[src/rtl/agc_ctrl_pkg.sv]
// agc_ctrl_pkg: shared encodings for the RX AGC loop.
// Latency: n/a (types only).
// Backpressure: n/a.
package agc_ctrl_pkg;

  // Loop controller states.
  typedef enum logic [1:0] {
    DISABLED = 2'd0,
    SETTLE   = 2'd1,
    EVAL     = 2'd2
  } agc_state_e;

  // Per-evaluation gain decision, listed in priority order.
  typedef enum logic [1:0] {
    DEC_CLIP = 2'd0,  // clip rate too high: large back-off
    DEC_DOWN = 2'd1,  // level above dead band: one step down
    DEC_UP   = 2'd2,  // level below dead band: one step up
    DEC_HOLD = 2'd3   // level inside dead band
  } agc_dec_e;

endpackage : agc_ctrl_pkg

[src/rtl/agc_ctrl_if.sv]
// agc_ctrl_if: level measurements, loop configuration and gain outputs of the AGC.
// Latency: n/a (wires only).
// Backpressure: none; level inputs are sampled, gain_stb is a fire-and-forget pulse.
//   master: RX front end / register block (drives measurements and config)
//   slave : agc_ctrl (drives gain, gain_stb, locked)
interface agc_ctrl_if #(
  parameter int GAIN_W = 5
);
  logic              enable;
  logic [GAIN_W-1:0] manual_gain;
  logic [15:0]       rssi;
  logic [15:0]       over_count;
  logic [15:0]       target;
  logic [15:0]       hyst;
  logic [15:0]       over_thresh;
  logic [15:0]       settle_cycles;
  logic [GAIN_W-1:0] gain;
  logic              gain_stb;
  logic              locked;

  modport master (
    output enable, manual_gain, rssi, over_count, target, hyst, over_thresh, settle_cycles,
    input  gain, gain_stb, locked
  );

  modport slave (
    input  enable, manual_gain, rssi, over_count, target, hyst, over_thresh, settle_cycles,
    output gain, gain_stb, locked
  );
endinterface : agc_ctrl_if

[src/rtl/agc_ctrl_decide.sv]
// agc_decide: classifies the current level/clip measurement into a gain decision.
// Latency: combinational (0 cycles).
// Backpressure: none.
//   in : rssi, over_count, target, hyst, over_thresh
//   out: dec (DEC_CLIP > DEC_DOWN > DEC_UP > DEC_HOLD priority)
module agc_decide
  import agc_ctrl_pkg::*;
(
  input  logic [15:0] rssi,
  input  logic [15:0] over_count,
  input  logic [15:0] target,
  input  logic [15:0] hyst,
  input  logic [15:0] over_thresh,
  output agc_dec_e    dec
);

  logic [16:0] hi_wide;
  logic [16:0] lo_wide;
  logic [15:0] hi;
  logic [15:0] lo;

  // Dead-band edges are clamped to the 16-bit range instead of wrapping, so a
  // target near either rail still yields a sensible band.
  always_comb begin
    hi_wide = {1'b0, target} + {1'b0, hyst};
    lo_wide = {1'b0, target} - {1'b0, hyst};
    hi      = hi_wide[16] ? 16'hFFFF : hi_wide[15:0];
    lo      = lo_wide[16] ? 16'h0000 : lo_wide[15:0];
  end

  // rssi exactly on hi or lo counts as inside the dead band.
  always_comb begin
    dec = DEC_HOLD;
    if (over_count > over_thresh) begin
      dec = DEC_CLIP;
    end else if (rssi > hi) begin
      dec = DEC_DOWN;
    end else if (rssi < lo) begin
      dec = DEC_UP;
    end
  end

endmodule : agc_decide

[src/rtl/agc_ctrl.sv]
// agc_ctrl: closed-loop RX PGA gain controller (settle / evaluate loop, manual bypass).
// Latency: gain updates one cycle after each EVAL; loop period is settle_cycles+2.
// Backpressure: none; gain_stb is a one-cycle pulse the gain writer must accept.
//   clock, reset_n : clock and asynchronous active-low reset
//   bus (slave)    : enable/manual_gain, level inputs, thresholds -> gain, gain_stb, locked
module agc_ctrl
  import agc_ctrl_pkg::*;
#(
  parameter int GAIN_W    = 5,
  parameter int GAIN_MAX  = 20,
  parameter int GAIN_INIT = 0,
  parameter int BIG_STEP  = 4
) (
  input  logic      clock,
  input  logic      reset_n,
  agc_ctrl_if.slave bus
);

  localparam logic [GAIN_W-1:0] GMAX  = GAIN_W'(GAIN_MAX);
  localparam logic [GAIN_W-1:0] GINIT = GAIN_W'(GAIN_INIT);
  localparam logic [GAIN_W-1:0] GBIG  = GAIN_W'(BIG_STEP);

  agc_state_e        state_q, state_d;
  logic [15:0]       cnt_q, cnt_d;
  logic [GAIN_W-1:0] gain_q, gain_d;
  logic              gain_stb_q, gain_stb_d;
  logic              locked_q, locked_d;
  logic [GAIN_W-1:0] manual_clamped;
  logic [GAIN_W-1:0] gain_next;
  agc_dec_e          dec;

  agc_decide u_decide (
    .rssi        (bus.rssi),
    .over_count  (bus.over_count),
    .target      (bus.target),
    .hyst        (bus.hyst),
    .over_thresh (bus.over_thresh),
    .dec         (dec)
  );

  assign manual_clamped = (bus.manual_gain > GMAX) ? GMAX : bus.manual_gain;

  // Saturating gain step for the current decision.
  always_comb begin
    gain_next = gain_q;
    case (dec)
      DEC_CLIP: gain_next = (gain_q < GBIG) ? '0 : gain_q - GBIG;
      DEC_DOWN: gain_next = (gain_q == '0) ? '0 : gain_q - 1'b1;
      DEC_UP:   gain_next = (gain_q >= GMAX) ? GMAX : gain_q + 1'b1;
      default:  gain_next = gain_q;
    endcase
  end

  always_comb begin
    state_d    = state_q;
    cnt_d      = cnt_q;
    gain_d     = gain_q;
    gain_stb_d = 1'b0;
    locked_d   = locked_q;

    if (!bus.enable) begin
      // Manual override wins from any state; a pending decision is dropped.
      state_d  = DISABLED;
      gain_d   = manual_clamped;
      locked_d = 1'b0;
    end else begin
      case (state_q)
        DISABLED: begin
          gain_d   = manual_clamped;
          locked_d = 1'b0;
          state_d  = SETTLE;
          cnt_d    = bus.settle_cycles;
        end
        SETTLE: begin
          if (cnt_q == 16'd0) begin
            state_d = EVAL;
          end else begin
            cnt_d = cnt_q - 16'd1;
          end
        end
        EVAL: begin
          gain_d     = gain_next;
          gain_stb_d = (gain_next != gain_q);
          locked_d   = (dec == DEC_HOLD);
          state_d    = SETTLE;
          cnt_d      = bus.settle_cycles;
        end
        default: begin
          state_d = DISABLED;
        end
      endcase
    end
  end

  always_ff @(posedge clock or negedge reset_n) begin
    if (!reset_n) begin
      state_q    <= DISABLED;
      cnt_q      <= 16'd0;
      gain_q     <= GINIT;
      gain_stb_q <= 1'b0;
      locked_q   <= 1'b0;
    end else begin
      state_q    <= state_d;
      cnt_q      <= cnt_d;
      gain_q     <= gain_d;
      gain_stb_q <= gain_stb_d;
      locked_q   <= locked_d;
    end
  end

  assign bus.gain     = gain_q;
  assign bus.gain_stb = gain_stb_q;
  assign bus.locked   = locked_q;

endmodule : agc_ctrl

[src/flat_wrapper.sv]
// flat-port wrapper written by rule: the top's interface ports become plain ports
module agc_ctrl_flat import agc_ctrl_pkg::*;
#(
  parameter int GAIN_W    = 5,
  parameter int GAIN_MAX  = 20,
  parameter int GAIN_INIT = 0,
  parameter int BIG_STEP  = 4
)
  (clock, reset_n, bus_enable, bus_manual_gain, bus_rssi, bus_over_count, bus_target, bus_hyst, bus_over_thresh, bus_settle_cycles, bus_gain, bus_gain_stb, bus_locked);
  agc_ctrl_if #(.GAIN_W(GAIN_W)) bus_i ();
  input  logic clock;
  input  logic reset_n;
  input wire logic [$bits(bus_i.enable)-1:0] bus_enable;
  input wire logic [$bits(bus_i.manual_gain)-1:0] bus_manual_gain;
  input wire logic [$bits(bus_i.rssi)-1:0] bus_rssi;
  input wire logic [$bits(bus_i.over_count)-1:0] bus_over_count;
  input wire logic [$bits(bus_i.target)-1:0] bus_target;
  input wire logic [$bits(bus_i.hyst)-1:0] bus_hyst;
  input wire logic [$bits(bus_i.over_thresh)-1:0] bus_over_thresh;
  input wire logic [$bits(bus_i.settle_cycles)-1:0] bus_settle_cycles;
  output wire logic [$bits(bus_i.gain)-1:0] bus_gain;
  output wire logic [$bits(bus_i.gain_stb)-1:0] bus_gain_stb;
  output wire logic [$bits(bus_i.locked)-1:0] bus_locked;
  assign bus_i.enable = bus_enable;
  assign bus_i.manual_gain = bus_manual_gain;
  assign bus_i.rssi = bus_rssi;
  assign bus_i.over_count = bus_over_count;
  assign bus_i.target = bus_target;
  assign bus_i.hyst = bus_hyst;
  assign bus_i.over_thresh = bus_over_thresh;
  assign bus_i.settle_cycles = bus_settle_cycles;
  assign bus_gain = bus_i.gain;
  assign bus_gain_stb = bus_i.gain_stb;
  assign bus_locked = bus_i.locked;
  agc_ctrl #(.GAIN_W(GAIN_W), .GAIN_MAX(GAIN_MAX), .GAIN_INIT(GAIN_INIT), .BIG_STEP(BIG_STEP)) u_core (.clock(clock), .reset_n(reset_n), .bus(bus_i));
endmodule
[config.mk]
export PLATFORM = sky130hd
export DESIGN_NAME = agc_ctrl_flat
export DESIGN_NICKNAME = d
export VERILOG_FILES = /design/src/rtl/agc_ctrl_pkg.sv /design/src/rtl/agc_ctrl_if.sv /design/src/rtl/agc_ctrl_decide.sv /design/src/rtl/agc_ctrl.sv /design/src/flat_wrapper.sv
export SDC_FILE = /design/constraint.sdc
export NUM_CORES = 1
export LEC_CHECK = 0
export ABC_AREA = 1
export CAP_MARGIN = 25
export CORE_MARGIN = 5
export CORE_UTILIZATION = 50
export CTS_CLUSTER_SIZE = 12
export DETAILED_ROUTE_END_ITERATION = 8
export DONT_BUFFER_PORTS = 1
export GPL_TIMING_DRIVEN = 0
export PLACE_DENSITY = 0.74
export SLEW_MARGIN = 40
export SYNTH_ARGS = -nofsm -noshare
export SYNTH_HDL_FRONTEND = slang
export SYNTH_SLANG_ARGS = --single-unit
export TNS_END_PERCENT = 1
[constraint.sdc]
create_clock -name clock -period 4.3 [get_ports clock]
set_input_delay 0.43 -clock clock [delete_from_list [all_inputs] [get_ports clock]]
set_output_delay 0.43 -clock clock [all_outputs]
set_load 0.005 [all_outputs]
# Yosys cells after proc, flatten, opt, wreduce, memory -nomap -nowiden
# Index checks and enable logic that the tools add are counted.
[op_classes]
reduce_logical = 7
mux = 21
n_eq_ne = 9
order_cmp = 6
addsub = 6
[ops]
columns = ["operator", "count"]
rows = [
  ["$mux 16", 3],
  ["$gt 16x16->1", 2],
  ["$pmux 16 s2", 1],
  ["$mux 5", 5],
  ["$add 16x16->17", 1],
  ["$sub 16x16->17", 1],
  ["$logic_not 16->1", 1],
  ["$lt 16x16->1", 1],
  ["$sub 16x1->16 const B", 1],
  ["$pmux 5 s3", 1],
  ["$pmux 5 s2", 1],
  ["$mux 2", 4],
  ["$eq 2x2->1 const B", 3],
  ["$add 5x1->5 const B", 1],
  ["$ge 5x5->1 const B", 1],
  ["$gt 5x5->1 const B", 1],
  ["$logic_not 5->1", 1],
  ["$lt 5x3->1 const B", 1],
  ["$ne 5x5->1", 1],
  ["$sub 5x1->5 const B", 1],
  ["$sub 5x3->5 const B", 1],
  ["$eq 2x1->1 const B", 2],
  ["$logic_not 2->1", 2],
  ["$mux 1", 4],
  ["other kinds (8)", 8],
]
[totals]
ff_bits = 25
out_inout_bits = 7

# Depth between registers and ports, before layout
[logic_depth]
ltp_word = 11
ltp_mapped = 40
ltp_nobuf = 39

# By module
# A second synthesis with hierarchy kept.
[unflattened]
hier_cells = 771
area_unflattened_um2 = 4978.5
[modules_own_cells]
columns = ["mod", "cells_each", "area_each_um2", "seq_area_each_um2", "n_inst"]
rows = [
  ["agc_decide", 455, 2916.5, 0.0, 1],
  ["agc_ctrl", 316, 2062.0, 625.6, 1],
]

# Worst setup path after synthesis
# No wires, ideal clock.
[synth_path]
path_type = "input to register"
start = "input port bus_hyst[0]"
end = "register u_core.gain_stb_q (netlist: u_core.bus.gain_stb)"
path_stages = 39
arrival_ps = 4076
required_time_ps = 4179
setup_slack_ps = 104
n_path_buf = 1
path_cell_list = "ha_1 -> fa_1 -> a21oi_2 -> o21ai_1 -> nand3_1 -> nand2_1 -> nand2_1 -> nand2_1 -> nand2_1 -> nand2_1 -> nand2_1 -> nand2_1 -> nand2_1 -> nand2_1 -> nand2_1 -> nand2_1 -> a21oi_2 -> inv_2 -> [... 3 more ...] -> a21oi_1 -> o21ai_0 -> nand2_1 -> o211ai_1 -> nand2_1 -> nand2_1 -> nand2_1 -> inv_1 -> nor2_1 -> nand2_4 -> nand2_4 -> nand3_2 -> nand2_1 -> nand2_1 -> nand2_1 -> nand2_1 -> nor2_1 -> nor2_1"
[synth_between]
elab_chain_cells = 11
[synth_lines]
columns = ["element", "line", "text"]
rows = [
  ["from (decl)", "flat_wrapper.sv:18", "input wire logic [$bits(bus_i.hyst)-1:0] bus_hyst;"],
  ["$sub 16x16->17", "agc_ctrl_decide.sv:26", "lo_wide = {1'b0, target} - {1'b0, hyst};"],
  ["$mux 16", "agc_ctrl_decide.sv:28", "lo = lo_wide[16] ? 16'h0000 : lo_wide[15:0];"],
  ["$lt 16x16->1", "agc_ctrl_decide.sv:38", "end else if (rssi < lo) begin"],
  ["$mux 1", "agc_ctrl_decide.sv:38", ""],
  ["$mux 2 (*)", "agc_ctrl_decide.sv:36", "end else if (rssi > hi) begin"],
  ["$mux 2 (*)", "agc_ctrl_decide.sv:34", "if (over_count > over_thresh) begin"],
  ["$eq 2x2->1 (tied with other cells)", "agc_ctrl.sv:46", "case (dec)"],
  ["$pmux 5 s3 (*)", "agc_ctrl.sv:46", ""],
  ["$ne 5x5->1 (*)", "agc_ctrl.sv:83", "gain_stb_d = (gain_next != gain_q);"],
  ["$mux 1 (*)", "agc_ctrl.sv:67", "case (state_q)"],
  ["$mux 1 (*)", "agc_ctrl.sv:61", "if (!bus.enable) begin"],
  ["net u_core.gain_stb_d", "agc_ctrl.sv:26", "logic gain_stb_q, gain_stb_d;"],
  ["to (signal assigned)", "agc_ctrl.sv:106", "gain_stb_q <= gain_stb_d;"],
  ["to (decl)", "agc_ctrl.sv:26", ""],
]
# The timed path passes the listed nets; every way through them passes the cells marked *.
# A chain may end at the register's enable or synchronous reset.

# Final worst setup path
# Same ends and word-level chain as after synthesis.

==> reports/results.tsv <==
metric	value	unit
syn_inst	728	
ir_drop	0.144	mV
clock-skew-final	0.00271	ns
final.setup.tns	0	ns
max_freq	0.246	GHz
synth.net_count	920	
end_kind	register	
antenna_found_initial	0	
fp.dieW	107	µm
dieHeight	107	µm
final_cells	856	
hold_depth	2	
syn_to_final_growth	11.4	%
worstHoldPathType	primary input to register	
path_delay_family	simple AND/OR/NAND/NOR gates	
diodes	0	
grt_pass1_vias	4523	
via_per_inst	5.52	
root_buffer	clkbuf_8	
critPathKind	primary input to register	
cts.htree.levels	1	
cap_violations	0	
seqCellArea	626	µm²
cts.sinks	25	
multi_input_area	0.00370	mm²
grt_usage	20.5	%
port_buffers	0	
core	0.00915	mm²
slew_headroom	64.1	%
slew_violations	0	
fillers	886	
yosys.area.top_type	ha_1	
yosysUniqueCellTypes	43	
cp_common_cell	nand2_2	
crit_cells	39	
worstPathArrival	4.24	ns
tritoncts	built	
drive_above_1_share	12.8	%
synth_edf_count	0	
cp_max_fo	6	
syn-cell-area	0.00466	mm²
drt_iter0_markers	198	
start_util	50.9	%
tightestPinTransition	0.539	ns
clk_pin_slew	0.09	ns
min_period	4.07	ns
insertion_delay	0.28	ns
ys.warnings.count	0	
r2r_slack	1.67	ns
placed_cells	839	
syn_area_per_cell	6.40	µm²
ys_ff_latch	25	
wl_per_cell	14.4	µm
clock_path_buffers	2	
start_kind	primary input	
num_io_pins	111	
power.density	235	mW/mm²
grt_overflow	0	
yosys-top-cells-area	ha_1 (23%), dfrtp_1 (13%), nand2_1 (13%), inv_1 (9.2%), a21oi_1 (6.4%)	
dpl_worst_slack	-0.621	ns
fp.dieArea	0.0114	mm²
fin_ws	0.231	ns
postRouteAntennaNets	0	
worst_ep_required_time	4.47	ns
cts_made_buffers	3	
nets	938	
drt_first_pass_iters	5	
core.rowCount	35	
grt_pass1_wl	19700	µm
cpPeakStageDelay	0.38	ns
r2r.worst_path.cells	15	
synth_top_area_share	23.1	%
synth_seq_area_share	13.4	%
wl	12400	µm
synthFlopType	dfrtp_1	
gp_congestion	0.902	
hpwl	9950	µm
remaining_drc_errors	0	
hold_slack	0.301	ns
grt_max_degree	26	
setup_viol	0	
crit_buf_inv	5	
cp_slowest_cell	fa_2	
via_count	4725	
p_leak	2.71	nW
async_flop_share	100	%
fin_crit_sh	94.6	%
status	complete, no violations	
hold_violations	0	
-- logic make-up after synthesis --
kind of cell	Yosys count	synth area share [%]
flip-flops	25	13.4
adder cells (fa/ha/maj)	88	23.9
buffers and inverters	132	11.4
AND/OR/NAND/NOR	323	30.6
AO/OA/AOI/OAI	144	17.7
XOR/XNOR	16	3.01
-- sequential cells by signal, indices dropped and copies added (netlist names) --
register and count:
u_core.state_q 2, u_core.bus.gain 5, u_core.bus.locked 1, u_core.bus.gain_stb 1, u_core.cnt_q 16
-- power by group --
part	switching, mW	total, mW	internal (mW)
clock	0.0817	0.148	0.0659
sequential	0.0374	0.306	0.268
combinational	0.462	0.764	0.302
total	0.581	1.22	0.636
-- placed cells by master, fill, tap and decap left out, types with 10 or more instances in the layout --
master,n
a31oi_1,10
nand4_1,12
nor2_1,67
ha_1,84
nand2_2,21
buf_4,11
nand3_1,39
a21oi_1,51
nor3_1,10
o21ai_1,15
xor2_1,15
dfrtp_1,25
o21ai_0,24
inv_1,113
nand2_1,142
-- final cells by class --
cell class,count,area share (%)
clock buffers,3,0.795
plain buffers,14,1.74
well taps,111,2.68
inverters,118,8.68
flip-flops and latches,25,12.1
multi-input cells,571,71.3
repair buffers,13,2.58
clock inverters,1,0.145
-- cell usage after synthesis (2+ instances only) --
| cell type | instances |
|---|---|
| nor3_1 | 12 |
| nand4_1 | 12 |
| nor3_2 | 2 |
| or2_1 | 2 |
| o31ai_1 | 5 |
| xor2_1 | 15 |
| nand2_4 | 3 |
| a21oi_1 | 60 |
| nor2_1 | 70 |
| buf_6 | 3 |
| inv_1 | 114 |
| nand3_2 | 2 |
| buf_4 | 2 |
| nand3_1 | 41 |
| a211oi_1 | 4 |
| ha_1 | 86 |
| a21o_1 | 2 |
| clkbuf_1 | 6 |
| nand3b_1 | 2 |
| o221ai_1 | 2 |
| nand2_1 | 156 |
| o21bai_1 | 6 |
| buf_2 | 3 |
| nand2_2 | 7 |
| dfrtp_1 | 25 |
| a31oi_1 | 11 |
| a21oi_2 | 2 |
| or2_2 | 9 |
| o21ai_1 | 13 |
| o21ai_0 | 27 |
| nor4_1 | 2 |
| fa_1 | 2 |
| o211ai_1 | 8 |
| inv_2 | 3 |
-- final timing paths --
kind	end	start
max	u_core.bus.gain_stb	bus_hyst[0]
max reg2reg	u_core.cnt_q[10]	u_core.cnt_q[0]
min reg2reg	u_core.state_q[1]	u_core.state_q[1]
max in group asynchronous	u_core.cnt_q[11]	reset_n
min in group asynchronous	u_core.bus.gain[0]	reset_n
min	u_core.cnt_q[3]	bus_settle_cycles[3]
-- stage by stage --
step                      total power [mW]  area (µm²)  utilization (%)
final                                 1.22        5190             56.7
after global routing                  1.33        5190             56.7
after CTS                             1.14        4930             53.8
after detailed placement             0.964        4800             52.5
after global placement               0.943        4800             52.5
after floorplan                      0.824        4660                -
-- routing by layer --
metal | wire length, µm | track usage (%)
met1 | 5470 | 25.7
met2 | 5780 | 35.6
met3 | 1000 | 5.16
met4 | 104 | 4.29
met5 | 0 | 0
-- timing repair --
item                                    CTS  global route
endpoints found under the hold margin    25             0
endpoints found under the setup margin    6             7
gates cloned                              0             1
hold buffers                              2             0
buffers inserted                          4             6
pin swaps                                 2            20
resized for setup                         5            51
No activity file was read; power rests on OpenSTA's default activity.
